===== src/rtl/sync_fifo_flags.sv =====
// sync_fifo_flags: single-clock FWFT FIFO with level, almost thresholds, sticky errors and flush.
module sync_fifo_flags #(
  parameter int DATA_WIDTH         = 4,
  parameter int ADDRESS_WIDTH      = 5,
  parameter int ALMOST_FULL_LEVEL  = 2**ADDRESS_WIDTH-4,
  parameter int ALMOST_EMPTY_LEVEL = 4
) (
  input  logic                     clk,
  input  logic                     rst_n,
  input  logic                     flush,
  input  logic                     clear_errors,
  input  logic [DATA_WIDTH-1:0]    write_data,
  input  logic                     write_increment,
  input  logic                     read_increment,
  output logic [DATA_WIDTH-1:0]    read_data,
  output logic                     empty,
  output logic                     full,
  output logic                     almost_empty,
  output logic                     almost_full,
  output logic [ADDRESS_WIDTH:0]   level,
  output logic                     overflow,
  output logic                     underflow
);
  localparam int AW = ADDRESS_WIDTH;
  localparam int DEPTH = 2**AW;
  localparam logic [AW:0] AF_LVL = ALMOST_FULL_LEVEL[AW:0];
  localparam logic [AW:0] AE_LVL = ALMOST_EMPTY_LEVEL[AW:0];
  logic [DATA_WIDTH-1:0] mem_q [DEPTH];
  logic [AW:0] wr_ptr_q, wr_ptr_d, rd_ptr_q, rd_ptr_d;
  logic overflow_q, overflow_d, underflow_q, underflow_d;
  logic read_accept, write_accept;
  assign level        = wr_ptr_q - rd_ptr_q;
  assign empty        = wr_ptr_q == rd_ptr_q;
  assign full         = (wr_ptr_q[AW] != rd_ptr_q[AW]) && (wr_ptr_q[AW-1:0] == rd_ptr_q[AW-1:0]);
  assign almost_empty = level <= AE_LVL;
  assign almost_full  = level >= AF_LVL;
  assign read_data    = empty ? '0 : mem_q[rd_ptr_q[AW-1:0]];
  assign overflow     = overflow_q;
  assign underflow    = underflow_q;
  // a pop frees the slot a same-cycle push at full needs; a push never rescues a pop at empty
  assign read_accept  = read_increment & ~empty;
  assign write_accept = write_increment & (~full | read_accept);
  always_comb begin
    wr_ptr_d    = flush ? '0 : wr_ptr_q + {{AW{1'b0}}, write_accept};
    rd_ptr_d    = flush ? '0 : rd_ptr_q + {{AW{1'b0}}, read_accept};
    overflow_d  = (~flush & write_increment & ~write_accept) | (overflow_q & ~clear_errors);
    underflow_d = (~flush & read_increment & ~read_accept) | (underflow_q & ~clear_errors);
  end
  always_ff @(posedge clk or negedge rst_n) begin
    if (!rst_n) begin
      wr_ptr_q    <= '0;
      rd_ptr_q    <= '0;
      overflow_q  <= 1'b0;
      underflow_q <= 1'b0;
    end else begin
      wr_ptr_q    <= wr_ptr_d;
      rd_ptr_q    <= rd_ptr_d;
      overflow_q  <= overflow_d;
      underflow_q <= underflow_d;
    end
  end
  always_ff @(posedge clk) begin
    if (write_accept && !flush) mem_q[wr_ptr_q[AW-1:0]] <= write_data;
  end
endmodule

===== config.mk =====
export PLATFORM = sky130hd
export DESIGN_NAME = sync_fifo_flags
export DESIGN_NICKNAME = d
export VERILOG_FILES = /design/src/rtl/sync_fifo_flags.sv
export SDC_FILE = /design/constraint.sdc
export NUM_CORES = 1
export LEC_CHECK = 0
export CORE_MARGIN = 2
export CORE_UTILIZATION = 30
export CTS_BUF_LIST = sky130_fd_sc_hd__clkbuf_2
export CTS_CLUSTER_SIZE = 14
export DETAILED_ROUTE_END_ITERATION = 7
export PLACE_DENSITY_LB_ADDON = 0.3
export RECOVER_POWER = 25
export SLEW_MARGIN = 25
export SYNTH_ARGS = -nofsm -noshare
export SYNTH_HDL_FRONTEND = slang
export SYNTH_SLANG_ARGS = --single-unit

===== constraint.sdc =====
create_clock -name clk -period 4.4 [get_ports clk]
set_clock_uncertainty 0.2 [all_clocks]
set_input_delay 0.88 -clock clk [delete_from_list [all_inputs] [get_ports clk]]
set_output_delay 0.88 -clock clk [all_outputs]
set_load 0.01 [all_outputs]

==> key figures <==
CTS
  • CTS sink count: 142
  • CTS tree: done
  • Clock latency on the worst-skew pair: approximately 0.7 ns
  • Clk buf depth: 2
  • Number of H-tree levels: 4
  • Clk Tree Root Cell: clkbuf_2
  • CTS buffer count: 17
  • Worst-path clk slew: about 0.22 ns

Setup path
  • Startpoint types: flop
  • Element type at the critical path end: primary output
  • CP arrival: between 3 and 4 ns
  • Slowest stage delay, CP: 0.53 ns
  • Buffers plus inverters on the worst setup path: 3
  • CP top delay family: buffers and inverters
  • CP Data Required Time: 3.32 ns
  • CP max FO: 4
  • Critical path class: flop to primary output
  • CP max stage cell: clkdlybuf4s50_1
  • Cell chain of the critical path: buf_4 -> ha_1 -> fa_1 -> inv_1 -> a21o_1 -> a21oi_1 -> xnor2_2 -> a31o_2 -> clkdlybuf4s50_1

Synthesis
  • Top_reg_cell synth: edfxtp_1
  • Top-area cell type share of the netlist area: 0.634
  • Synth top area cells: edfxtp_1 (63%), mux4_2 (6.7%), dfrtp_1 (5.8%)
  • Synthesized area per cell: approximately 17 um2
  • Post-Syn Instances: 358
  • Synth cell count leaders: edfxtp_1 (128), nor2_1 (42), mux4_2 (18)
  • FFs w/ async S/R, synth: 0.0986
  • Synth unique cells: 46
  • Synthesized cell area: about 6100 um2
  • Sequential share of the synthesized area: 0.692
  • Most numerous cell in the Yosys netlist: edfxtp_1
  • Cell taking the most area after synthesis: edfxtp_1
  • Syn_nets: 378
  • Synth warn: 0
  • Post-synth EDFFs: 128
  • Post-synthesis register bit count: 142

Timing
  • Final setup fails: 0
  • Fmax: 239 MHz
  • Slew margin rel.: 0.00758
  • Final cycle utilization of the critical path: 0.950
  • Setup repair after global routing missed its margin: no
  • Final max-slew violation count: 0
  • Post-route minimum period: 4.18 ns
  • Final Hold Fails: 0
  • Worst Max-Slew Pin Slew: 1.49 ns

Hold path
  • Worst Hold Class: flop to flop

Detailed routing
  • Total iterations of the first detailed-routing run: 5
  • Drc violations: 0
  • Routed WL per cell: 18.9 um
  • Routed Antenna Nets: 0
  • Iter 0 DRT Violations: between 500 and 600
  • Vias: 3281
  • Final wirelength: roughly 13000 um
  • Vias per std cell: 4.83

Pwr
  • Leakage power: 0.00224 uW
  • PD cells: 407 nW/um2
  • Worst IR Drop VDD: approximately 0.15 mV
  • Design Power: 2810 uW

Final layout
  • Layout cells sized above 1: 0.174
  • Antenna cells: 0
  • Area growth syn-to-layout: 14.1%
  • Fin area: roughly 7000 um2
  • Fill count: about 1.9k
  • Layout Nets: 421

Placed design
  • Final GP Congestion: 0.774
  • PortBufs: 25
  • HPWL after detailed placement: 8630 um
  • Post-place instance area: around 6600 um2

Global route
  • GRT Total Usage: 0.124
  • First-pass GRT wire length: 19800 um
  • Vias in the first global route: 3385
  • Pin count of the biggest net entering global routing: 34
  • Grt ovf: 0
  • Initial antenna violation count: 0

Die
  • Die width: 146 um
  • DIE AREA: 21400 um2
  • Number of top-level pins: 26
  • Initial Util: 0.308
  • Cell Rows: 51
  • Die height: about 150 um
  • Core area: 19700 um2

Status
  • Violated checks: capacitance limit
  • Status: complete, but fails checks

Flow run
  • Max-cap violations: 1
-- stage by stage --
| stage | std cells | setup TNS (ns) | setup WS, ns | utilization | hold slack (ns) |
|---|---|---|---|---|---|
| floorplan | 358 | 0 | 1.04 | - | 0.339 |
| global placement | 643 | 0 | 0.484 | 0.336 | 0.330 |
| detailed placement | 643 | 0 | 0.395 | 0.335 | 0.325 |
| CTS | 679 | -0.0770 | -0.0550 | 0.351 | 0.314 |
| global route | 679 | 0 | 0.00971 | 0.352 | 0.336 |
| finish | 679 | 0 | 0.220 | 0.352 | 0.353 |
-- where the power goes --
part	total, uW	switching (uW)	internal, uW
combinational	533	268	265
sequential	1490	8.84	1480
clock	788	469	319
total	2810	745	2070
-- state kept, by name (all words and copies together), names as in the netlist --
| signal | count |
|---|---|
| underflow | 1 |
| rd_ptr_q | 6 |
| mem_q | 128 |
| wr_ptr_q | 6 |
| overflow | 1 |
-- layout by cell type, fill, tap and decap left out, types with 3 or more instances in the layout --
cell type	instances
a2111oi_2	4
a21oi_1	3
a22oi_1	4
and2_1	5
buf_4	11
bufinv_16	3
clkbuf_1	4
clkbuf_2	18
clkdlybuf4s50_1	16
clkinv_2	3
clkinv_4	3
dfrtp_1	11
dfrtp_2	3
dlygate4sd2_1	3
edfxtp_1	128
ha_1	9
inv_1	13
mux2i_1	8
mux4_1	10
mux4_2	18
nand2_1	13
nand3_1	7
nand4_1	3
nor2_1	42
nor2b_1	6
nor3_1	6
o21ai_0	6
o22a_1	4
o311ai_1	4
or3_1	3
xnor2_1	5
xor2_1	3
-- tightest hold or removal path: cells and delay by family (launching register included) --
kind,cells,cell delay (ns)
AOI/OAI and AO/OA,1,0.07
buffers and inverters,1,0.06
DFF,1,0.42
-- path summary, 6_finish.rpt --
check	to	start	slack [ns]	cells after the start
worst max-delay path	almost_full	rd_ptr_q[0]	0.22	9
worst min-delay path	underflow	underflow	0.35	2
worst max register to register	wr_ptr_q[4]	rd_ptr_q[2]	1.43	10
worst min register to register	underflow	underflow	0.35	2
max in group asynchronous	rd_ptr_q[3]	rst_n	3.16	1
min in group asynchronous	underflow	rst_n	0.36	1
-- routing by layer --
metal / routed length [um] / track usage
met1: 5920 / 0.170
met2: 6120 / 0.196
met3: 639 / 0.0341
met4: 136 / 0.0364
met5: 0 / 0
-- cell families (layout without fill, tap and decap cells) --
kind of cell | after synthesis | after routing | synth area share
AOI/OAI and AO/OA | 39 | 39 | 0.0493
xor gates and xnor gates | 9 | 9 | 0.0130
adders and majority gates | 10 | 10 | 0.0219
buffers and inverters | 27 | 83 | 0.0262
DFF | 142 | 142 | 0.692
muxes | 36 | 36 | 0.123
and+or+nand+nor | 95 | 95 | 0.0741
-- layout make-up --
type / count / area, um2 / area share
multi-input cells: 189 / 1760 / 0.254
repair buffers: 37 / 320 / 0.0463
well taps: 265 / 332 / 0.0479
flip-flops and latches: 142 / 4200 / 0.607
clock inverters: 14 / 166 / 0.0241
inverters: 14 / 53.8 / 0.00778
clock buffers: 18 / 90.1 / 0.0130
-- repair_timing --
action / in CTS / in global routing
endpoints found under the setup margin: 5 / 4
pin swaps: 1 / 1
gates resized for setup: 11 / 8
endpoints found under the hold margin: 0 / 0
setup buffers: 4 / 0
hold buffers: 0 / 0
No activity file was read; power rests on OpenSTA's default activity.
